--- src/rtl/gca_rect_rd_pkg.sv ---
// Shared definitions for the rectangle reader: coordinate widths, FSM states, pixel tags.
package gca_rect_rd_pkg;

    localparam int unsigned X_W     = 11;
    localparam int unsigned Y_W     = 10;
    localparam int unsigned COORD_W = X_W + Y_W;

    typedef enum logic [1:0] {
        StIdle,
        StIssue,
        StDrain,
        StDone
    } gca_state_e;

    // Per-pixel position tags, computed when the read is issued.
    typedef struct packed {
        logic eol;
        logic last;
    } gca_tag_t;

endpackage

--- src/rtl/gca_rect_rd_if.sv ---
// Framebuffer read bus plus outgoing pixel stream of the rectangle reader.
interface gca_rect_rd_if #(
    parameter int unsigned PIXW = 16
);
    logic [gca_rect_rd_pkg::COORD_W-1:0] ADDR;
    logic                                REQ;
    logic                                GNT;
    logic                                RVALID;
    logic [PIXW-1:0]                     RDATA;
    logic [PIXW-1:0]                     PIX;
    logic                                PIX_V;
    logic                                PIX_RDY;
    logic                                PIX_EOL;
    logic                                PIX_LAST;

    // Reader side.
    modport master (
        output ADDR, REQ, PIX, PIX_V, PIX_EOL, PIX_LAST,
        input  GNT, RVALID, RDATA, PIX_RDY
    );

    // Memory / pixel-sink side.
    modport slave (
        input  ADDR, REQ, PIX, PIX_V, PIX_EOL, PIX_LAST,
        output GNT, RVALID, RDATA, PIX_RDY
    );
endinterface

--- src/rtl/gca_pix_fifo.sv ---
// Small synchronous FIFO with occupancy count; head is zero while empty.
module gca_pix_fifo #(
    parameter int unsigned WIDTH = 8,
    parameter int unsigned DEPTH = 4,
    localparam int unsigned CW   = $clog2(DEPTH + 1)
) (
    input  logic             CLK,
    input  logic             RST_N,
    input  logic             push,
    input  logic [WIDTH-1:0] wdata,
    input  logic             pop,
    output logic [WIDTH-1:0] rdata,
    output logic             full,
    output logic             empty,
    output logic [CW-1:0]    count
);
    localparam int unsigned AW = (DEPTH > 1) ? $clog2(DEPTH) : 1;

    logic [WIDTH-1:0] mem_q [DEPTH];
    logic [AW-1:0]    wptr_q;
    logic [AW-1:0]    rptr_q;
    logic [CW-1:0]    count_q;
    logic             do_push;
    logic             do_pop;

    function automatic logic [AW-1:0] ptr_inc(input logic [AW-1:0] p);
        return (p == AW'(DEPTH - 1)) ? '0 : p + 1'b1;
    endfunction

    assign full    = (count_q == CW'(DEPTH));
    assign empty   = (count_q == '0);
    assign count   = count_q;
    assign do_pop  = pop && !empty;
    // A push into a full FIFO is fine when the head leaves on the same edge.
    assign do_push = push && (!full || do_pop);
    assign rdata   = empty ? '0 : mem_q[rptr_q];

    // Storage array, written at the tail.
    always_ff @(posedge CLK) begin
        if (do_push) begin
            mem_q[wptr_q] <= wdata;
        end
    end

    // Pointers and occupancy.
    always_ff @(posedge CLK or negedge RST_N) begin
        if (!RST_N) begin
            wptr_q  <= '0;
            rptr_q  <= '0;
            count_q <= '0;
        end else begin
            if (do_push) begin
                wptr_q <= ptr_inc(wptr_q);
            end
            if (do_pop) begin
                rptr_q <= ptr_inc(rptr_q);
            end
            count_q <= count_q + CW'(do_push) - CW'(do_pop);
        end
    end

endmodule

--- src/rtl/gca_rect_rd.sv ---
// Rectangle reader: walks a framebuffer rectangle in raster order, issues reads and
// streams the returned pixels with end-of-row / end-of-rectangle tags.
module gca_rect_rd
    import gca_rect_rd_pkg::*;
#(
    parameter int unsigned PIXW  = 16,
    parameter int unsigned DEPTH = 4
) (
    input  logic               CLK,
    input  logic               RST_N,
    input  logic [COORD_W-1:0] coord0,
    input  logic [COORD_W-1:0] coord1,
    input  logic               LD,
    gca_rect_rd_if.master      bus,
    output logic               BUSY,
    output logic               FC
);
    localparam int unsigned CW = $clog2(DEPTH + 1);
    localparam int unsigned TW = $bits(gca_tag_t);

    gca_state_e       state_q, state_d;
    logic [X_W-1:0]   x0_q, x1_q, x_q;
    logic [Y_W-1:0]   y1_q, y_q;
    logic             x_end, y_end, at_end, rect_empty;
    logic             credit, gnt_fire, beat, pop;
    gca_tag_t         issue_tag, tag_head;
    logic             tag_full, tag_empty, pix_full, pix_empty;
    logic [CW-1:0]    tag_count, pix_count;
    logic [PIXW+TW-1:0] pix_head;
    logic             unused_full;

    // Equality flags only, so x1 = 2047 / y1 = 1023 terminate without wrapping.
    assign x_end      = (x_q == x1_q);
    assign y_end      = (y_q == y1_q);
    assign at_end     = x_end && y_end;
    assign rect_empty = (coord1[X_W-1:0] < coord0[X_W-1:0]) ||
                        (coord1[COORD_W-1:X_W] < coord0[COORD_W-1:X_W]);

    // Tag FIFO occupancy is the number of reads in flight.
    assign credit   = (32'(tag_count) + 32'(pix_count)) < DEPTH;
    assign bus.REQ  = (state_q == StIssue) && credit;
    assign bus.ADDR = {y_q, x_q};
    assign gnt_fire = bus.REQ && bus.GNT;
    // Beats with nothing in flight are leftovers from an abandoned transfer.
    assign beat     = bus.RVALID && !tag_empty;
    assign pop      = bus.PIX_V && bus.PIX_RDY;

    assign issue_tag = '{eol: x_end, last: at_end};

    assign bus.PIX      = pix_head[PIXW-1:0];
    assign bus.PIX_EOL  = pix_head[PIXW+1];
    assign bus.PIX_LAST = pix_head[PIXW];
    assign bus.PIX_V    = !pix_empty;

    assign BUSY = (state_q != StIdle);
    assign FC   = (state_q == StDone);

    assign unused_full = tag_full | pix_full;

    gca_pix_fifo #(
        .WIDTH (TW),
        .DEPTH (DEPTH)
    ) u_tag_fifo (
        .CLK   (CLK),
        .RST_N (RST_N),
        .push  (gnt_fire),
        .wdata (issue_tag),
        .pop   (beat),
        .rdata (tag_head),
        .full  (tag_full),
        .empty (tag_empty),
        .count (tag_count)
    );

    gca_pix_fifo #(
        .WIDTH (PIXW + TW),
        .DEPTH (DEPTH)
    ) u_pix_fifo (
        .CLK   (CLK),
        .RST_N (RST_N),
        .push  (beat),
        .wdata ({tag_head, bus.RDATA}),
        .pop   (pop),
        .rdata (pix_head),
        .full  (pix_full),
        .empty (pix_empty),
        .count (pix_count)
    );

    // FSM state register.
    always_ff @(posedge CLK or negedge RST_N) begin
        if (!RST_N) begin
            state_q <= StIdle;
        end else begin
            state_q <= state_d;
        end
    end

    // FSM next-state: LD is only honoured in idle.
    always_comb begin
        state_d = state_q;
        unique case (state_q)
            StIdle:  if (LD) state_d = rect_empty ? StDone : StIssue;
            StIssue: if (gnt_fire && at_end) state_d = StDrain;
            StDrain: if (pop && bus.PIX_LAST) state_d = StDone;
            StDone:  state_d = StIdle;
            default: state_d = StIdle;
        endcase
    end

    // Rectangle bounds and raster-order read address.
    always_ff @(posedge CLK or negedge RST_N) begin
        if (!RST_N) begin
            x0_q <= '0;
            x1_q <= '0;
            y1_q <= '0;
            x_q  <= '0;
            y_q  <= '0;
        end else if (state_q == StIdle && LD) begin
            x0_q <= coord0[X_W-1:0];
            x1_q <= coord1[X_W-1:0];
            y1_q <= coord1[COORD_W-1:X_W];
            x_q  <= coord0[X_W-1:0];
            y_q  <= coord0[COORD_W-1:X_W];
        end else if (gnt_fire && !at_end) begin
            if (x_end) begin
                x_q <= x0_q;
                y_q <= y_q + 1'b1;
            end else begin
                x_q <= x_q + 1'b1;
            end
        end
    end

endmodule
--- src/flat_wrapper.sv ---
// flat-port wrapper written by rule: the top's interface ports become plain ports
module gca_rect_rd_flat import gca_rect_rd_pkg::*;
#(
    parameter int unsigned PIXW  = 16,
    parameter int unsigned DEPTH = 4
)
  (CLK, RST_N, coord0, coord1, LD, BUSY, FC, bus_ADDR, bus_REQ, bus_PIX, bus_PIX_V, bus_PIX_EOL, bus_PIX_LAST, bus_GNT, bus_RVALID, bus_RDATA, bus_PIX_RDY);
  gca_rect_rd_if #(.PIXW(PIXW)) bus_i ();
  input  logic CLK;
  input  logic RST_N;
  input  logic [COORD_W-1:0] coord0;
  input  logic [COORD_W-1:0] coord1;
  input  logic LD;
  output logic BUSY;
  output logic FC;
  output wire logic [$bits(bus_i.ADDR)-1:0] bus_ADDR;
  output wire logic [$bits(bus_i.REQ)-1:0] bus_REQ;
  output wire logic [$bits(bus_i.PIX)-1:0] bus_PIX;
  output wire logic [$bits(bus_i.PIX_V)-1:0] bus_PIX_V;
  output wire logic [$bits(bus_i.PIX_EOL)-1:0] bus_PIX_EOL;
  output wire logic [$bits(bus_i.PIX_LAST)-1:0] bus_PIX_LAST;
  input wire logic [$bits(bus_i.GNT)-1:0] bus_GNT;
  input wire logic [$bits(bus_i.RVALID)-1:0] bus_RVALID;
  input wire logic [$bits(bus_i.RDATA)-1:0] bus_RDATA;
  input wire logic [$bits(bus_i.PIX_RDY)-1:0] bus_PIX_RDY;
  assign bus_ADDR = bus_i.ADDR;
  assign bus_REQ = bus_i.REQ;
  assign bus_PIX = bus_i.PIX;
  assign bus_PIX_V = bus_i.PIX_V;
  assign bus_PIX_EOL = bus_i.PIX_EOL;
  assign bus_PIX_LAST = bus_i.PIX_LAST;
  assign bus_i.GNT = bus_GNT;
  assign bus_i.RVALID = bus_RVALID;
  assign bus_i.RDATA = bus_RDATA;
  assign bus_i.PIX_RDY = bus_PIX_RDY;
  gca_rect_rd #(.PIXW(PIXW), .DEPTH(DEPTH)) u_core (.CLK(CLK), .RST_N(RST_N), .coord0(coord0), .coord1(coord1), .LD(LD), .bus(bus_i), .BUSY(BUSY), .FC(FC));
endmodule
--- config.mk ---
export PLATFORM = sky130hd
export DESIGN_NAME = gca_rect_rd_flat
export DESIGN_NICKNAME = d
export VERILOG_FILES = /design/src/rtl/gca_rect_rd_pkg.sv /design/src/rtl/gca_rect_rd_if.sv /design/src/rtl/gca_pix_fifo.sv /design/src/rtl/gca_rect_rd.sv /design/src/flat_wrapper.sv
export SDC_FILE = /design/constraint.sdc
export NUM_CORES = 1
export LEC_CHECK = 0
export BUFFER_PORTS_ARGS = -buffer_cell sky130_fd_sc_hd__buf_2
export CAP_MARGIN = 20
export CORE_MARGIN = 3
export CORE_UTILIZATION = 25
export CTS_CLUSTER_DIAMETER = 40
export CTS_CLUSTER_SIZE = 16
export DETAILED_ROUTE_END_ITERATION = 10
export PLACE_DENSITY_LB_ADDON = 0.2
export SYNTH_ARGS = -nofsm -noshare
export SYNTH_HDL_FRONTEND = slang
export SYNTH_HIERARCHICAL = 1
export SYNTH_SLANG_ARGS = --single-unit
--- constraint.sdc ---
create_clock -name CLK -period 7.3 [get_ports CLK]
set_clock_uncertainty 0.2 [all_clocks]
set_input_delay 0.73 -clock CLK [delete_from_list [all_inputs] [get_ports CLK]]
set_output_delay 0.73 -clock CLK [all_outputs]
set_load 0.01 [all_outputs]
== After elaboration in Yosys (flattened, before gate mapping) ==
Memories as Yosys holds them, arrays and structs flattened.
Cells that the tools add are included.
Word-level totals
  flip-flop bits (word level): 69
  latch bits: 0
  memory bits (writable): 80
  ROM bits: 0
  input port bits: 64
  output and inout port bits: 43
  word-level logic and storage cells: 92
  memories kept: 2
Memory list
  u_core.u_pix_fifo.mem_q: depth 4, bits a word 18, rd ports 1, clocked after memory_dff 0, write ports 1, RTL line gca_pix_fifo.sv:19  | logic [WIDTH-1:0] mem_q [DEPTH];
  u_core.u_tag_fifo.mem_q: depth 4, bits a word 2, rd ports 1, clocked after memory_dff 0, write ports 1, RTL line gca_pix_fifo.sv:19
Cells by class
  $add $sub $neg: 11
  $mul: 0
  div/mod/pow operators: 0
  magnitude comparators: 3
  eq/ne operators: 14
  shifts and indexed selects: 0
  mux-type cells: 21
  bitwise logic cells: 0
  reduce and logical (&&, ||, !) cells: 29
Operators with widths (number)
  11-bit two-way mux: 3
  32-bit by 3-bit < comparator with 1-bit output, second input constant: 1
  10-bit two-way mux: 3
  18-bit two-way mux: 1
  2-bit two-way mux: 9
  1-bit logical AND: 13
  2-bit == test, second input constant: 6
  11-bit by 1-bit adder with 11-bit output, second input constant: 1
  11-bit == test: 1
  11-bit < comparator: 1
  10-bit by 1-bit adder with 10-bit output, second input constant: 1
  10-bit == test: 1
  10-bit < comparator: 1
  2-bit by 1-bit adder with 2-bit output, second input constant: 4
  2-bit one-hot mux with 4 select lines: 1
  3-bit by 1-bit adder with 3-bit output: 2
  3-bit == test, second input constant: 2
  3-bit logical NOT: 2
  2-bit nonzero test: 3
  3-bit by 1-bit subtractor with 3-bit output: 2
  1-bit logical NOT: 5
  3-bit by 3-bit adder with 4-bit output: 1
  1-bit two-way mux: 4
  2-bit != test, second input constant: 2
  6 further kinds: 8

== Logic depth before layout (Yosys ltp) ==
  word-level depth: 8
  mapped depth: 12
  depth with buffers taken out: 12

== Modules after synthesis ==
Netlist, hierarchy kept.
Modules (own cells, without submodules)
  gca_rect_rd: instances 1, cells an instance 413, area an instance 3522.1 um^2, seq. area each 1376.3 um^2
  gca_pix_fifo (u_core.u_pix_fifo): instances 1, cells an instance 152, area an instance 3161.8 um^2, seq. area each 2337.2 um^2
  gca_pix_fifo (u_core.u_tag_fifo): instances 1, cells an instance 49, area an instance 753.2 um^2, seq. area each 415.4 um^2

== Least setup slack after synthesis ==
No wires, ideal clock.
  path type: reg-to-reg
  start: register u_core.u_tag_fifo.count_q[2], in the netlist u_core/u_tag_fifo/count[2]
  end: register u_core.u_tag_fifo.count_q[2], in the netlist u_core/u_tag_fifo/count[2]
  library setup time: 0.131 ns
  data arrival time: 2.510 ns
  required time: 6.969 ns
  setup slack: 4.459 ns
  cell stages (with the launch flop): 12
  buffers on the path: 0
  clock period less this slack: 2.841 ns
  path through: dfrtp_1 -> ha_1 -> nor4b_1 -> nand3_1 -> inv_2 -> a21boi_4 -> a21o_1 -> ha_1 -> inv_1 -> fa_1 -> xnor2_1 -> xnor2_1
On the way
  elaborated cells on any way between the ends: 14
  those cells by class: add/sub (3); order compare (1); eq/ne (1); reduce/logical (9)
RTL lines
  start, declared: RTL line gca_pix_fifo.sv:22  | logic [CW-1:0] count_q;
  start signal, assigned: RTL line gca_pix_fifo.sv:58  | count_q <= count_q + CW'(do_push) - CW'(do_pop);
  3-bit by 3-bit adder with 4-bit output: RTL line gca_rect_rd.sv:40  | assign credit = (32'(tag_count) + 32'(pix_count)) < DEPTH;
  32-bit by 3-bit < comparator with 1-bit output: RTL line gca_rect_rd.sv:40
  1-bit logical AND: RTL line gca_rect_rd.sv:41  | assign bus.REQ = (state_q == StIssue) && credit;
  1-bit logical AND: RTL line gca_rect_rd.sv:43  | assign gnt_fire = bus.REQ && bus.GNT;
  named net u_core.gnt_fire: RTL line gca_rect_rd.sv:25  | logic credit, gnt_fire, beat, pop;
  1-bit logical AND: RTL line gca_pix_fifo.sv:35  | assign do_push = push && (!full || do_pop);
  3-bit by 1-bit adder with 3-bit output: RTL line gca_pix_fifo.sv:58
  3-bit by 1-bit subtractor with 3-bit output: RTL line gca_pix_fifo.sv:58
The timed path passes the listed nets, and every way through them passes these cells.
A chain may end at the register's enable or synchronous reset.

== Worst setup path in the final report ==
  start: register u_core.u_tag_fifo.count_q[1], in the netlist u_core/u_tag_fifo/count[1]
  end: register u_core.u_tag_fifo.count_q[2], in the netlist u_core/u_tag_fifo/count[2]
Same word-level chain as after synthesis.

==> summary.md <==
| Metric | Value |
|---|---|
| Status | finished, final reports clean |
| Clock sinks | 149 |
| Vias per inst | 4.424 |
| Worst Setup End Kind | register |
| H-tree lvl count | 4 |
| Initial antenna violation count | 1 |
| Global-route wire length before repair | 28850 um |
| Critical path peak fanout | 13 |
| Critical path class | reg -> reg |
| Sw frac | 35.48% |
| Initial core utilization | 25.62% |
| Crit start category | register |
| Hold Crit Class | reg -> reg |
| Synth Warn # | 6 |
| Cell Pwr Density | 398.0 mW/mm2 |
| # nets final | 825 |
| Row count | 62 |
| Mean Syn Cell Area | 12.13 um2 |
| Antenna-violating nets left | 0 |
| RD Place Congestion | 0.7281 |
| DIE WIDTH | 178.4 um |
| Leakage | 3.819 nW |
| WP data arrival | 3640 ps |
| Layout cells sized above 1 | 25.68% |
| Fin crit period | 3536 ps |
| Die boundary height | 178.4 um |
| Gate Count Post-Synth | 613 |
| CTS clk-pin slew, worst paths | 60 ps |
| Slew Viols, Final | 0 |
| Post-route DRC | 0 |
| IO Pins | 107 |
| RSZ-0062 raised after global routing | no |
| Detailed Route WL | 18100 um |
| Max Buffers Root-to-Sink | 2 |
| Final HPWL DP | 12540 um |
| Final setup viols | 0 |
| Cell Area, Synth | 0.007433 mm2 |
| Clk network pwr share | 25.3% |
| Detailed Routing Iterations Pass 1 | 4 |
| Core area | 0.02901 mm2 |
| Area of the multi-input gates | 0.003069 mm2 |
| Fmax | 282.8 MHz |
| Comb power frac | 35.3% |
| # Max-Cap Violations | 0 |
| Vias in the first global route | 5211 |
| Fin Hold WS | 275.8 ps |
| Initial DRC Count | 263 |
| Gr usage total | 11.94% |
| Total grt overflow | 0 |
| Fillers | 3020 |
| Flop pwr share | 39.4% |
| Part of the cycle the worst path needs | 48.44% |
| Largest net degree at the start of global routing | 70 |
| Least-Margin Pin Slew | 944.2 ps |
| Root buffer cell | clkbuf_16 |
| CTS tree | yes |
| Post-route insts no fill | 1117 |
| Sequential Area | 0.004129 mm2 |
| Fin. Hold Viols | 0 |
| Port Buffer Count | 106 |
| Max-slew headroom | 37.05% |
| Peak VDD IR | 0.1919 mV |
| CTS Hold Bufs | 0 |
| Area delta synth->final | 20.99% |
| Cts bufs inserted | 17 |
| Wire per inst | 16.20 um |
| WP data required | 7400 ps |
| Via Count | 4942 |
| Int Pwr | 2.310 mW |
| Postcts setup bufs | 0 |
| Resize count post-CTS | 0 |
| Sw Pwr | 1.270 mW |
| Die area | 0.03184 mm2 |
| Setup Total Neg Slack | 0 ps |
| Clock Latency Late Sink | 430 ps |
| Placed cell count | 1084 |
| Syn_nets | 719 |
==> cell type report <==
type,count,area share (%)
Tap cell,384,5.342
Sequential cell,149,45.91
Clock buffer,20,5.078
Inverter,36,1.516
Antenna cell,1,0.02782
Timing Repair Buffer,111,6.316
Clock inverter,12,1.683
Multi-Input combinational cell,404,34.13
==> power by group through the flow <==
stage | sequential (mW) | clock, mW | combinational, mW
floorplan | 1.36 | 0 | 0.914
global placement | 1.43 | 0 | 1.29
detailed placement | 1.44 | 0 | 1.29
CTS | 1.42 | 0.932 | 1.29
global route | 1.46 | 0.969 | 1.44
finish | 1.41 | 0.905 | 1.26
==> cell usage in the layout (no fill, tap or decap), types with 6 or more instances in the layout <==
cell type	instances
a21oi_1	22
a31oi_1	6
buf_2	106
clkbuf_16	17
dfrtp_1	69
edfxtp_1	80
ha_1	40
inv_1	34
mux4_2	20
nand2_1	102
nand3_1	11
nand4_1	9
nor2_1	16
nor2b_1	22
nor3_1	12
o21ai_0	13
o21ai_1	7
xnor2_1	9
xor2_1	25
==> through the flow <==
stage	util, %	power (mW)	cell area, um2	worst slack (ps)
2_1_floorplan	-	2.274	7433	4459
3_3_place_gp	28.89	2.722	8383	3817
3_5_place_dp	28.89	2.723	8383	3757
4_1_cts	30.99	3.646	8991	3744
5_1_grt	30.99	3.863	8991	3420
6_report	31.00	3.580	8994	3764
==> layer usage <==
metal | vias up | part of all wire, % | track usage, %
met3 | 16 | 6.5 | 4.002
met1 | 2385 | 46 | 15.74
met4 | 2 | 1.0 | 3.344
li1 | 2414 | - | -
met2 | 125 | 46 | 18.76
met5 | - | 0.039 | 0
==> path summary, 6_finish.rpt <==
kind | depth (start not counted) | from | endpoint | slack (ps)
setup / recovery | 11 | u_core/u_tag_fifo/count[1] | u_core/u_tag_fifo/count[2] | 3760
hold / removal | 2 | u_core/x0_q[9] | u_core/x0_q[9] | 280
setup reg to reg | 11 | u_core/u_tag_fifo/count[1] | u_core/u_tag_fifo/count[2] | 3760
hold reg to reg | 2 | u_core/x0_q[9] | u_core/x0_q[9] | 280
max in group asynchronous | 2 | RST_N | u_core/u_pix_fifo/count[1] | 5960
min in group asynchronous | 2 | RST_N | u_core/y1_q[0] | 310
==> registers in the layout, summed over array words and instances (netlist names) <==
register,cells
u_core/state_q,2
u_core/u_pix_fifo/count,3
u_core/u_pix_fifo/mem_q,72
u_core/u_pix_fifo/rptr_q,2
u_core/u_pix_fifo/wptr_q,2
u_core/u_tag_fifo/count,3
u_core/u_tag_fifo/mem_q,8
u_core/u_tag_fifo/rptr_q,2
u_core/u_tag_fifo/wptr_q,2
u_core/x0_q,11
u_core/x1_q,11
u_core/x_q,11
u_core/y1_q,10
u_core/y_q,10
==> worst max-delay path: stages, from the launching register on <==
cell      delay (ps)
dfrtp_1          490
ha_1             250
nor4b_1          340
nand3_1          510
inv_2            350
a21boi_4         310
a21o_1           150
ha_1             130
inv_1             40
fa_1             370
xnor2_1          140
xnor2_1          120
Power figures use the tool's default switching activity.
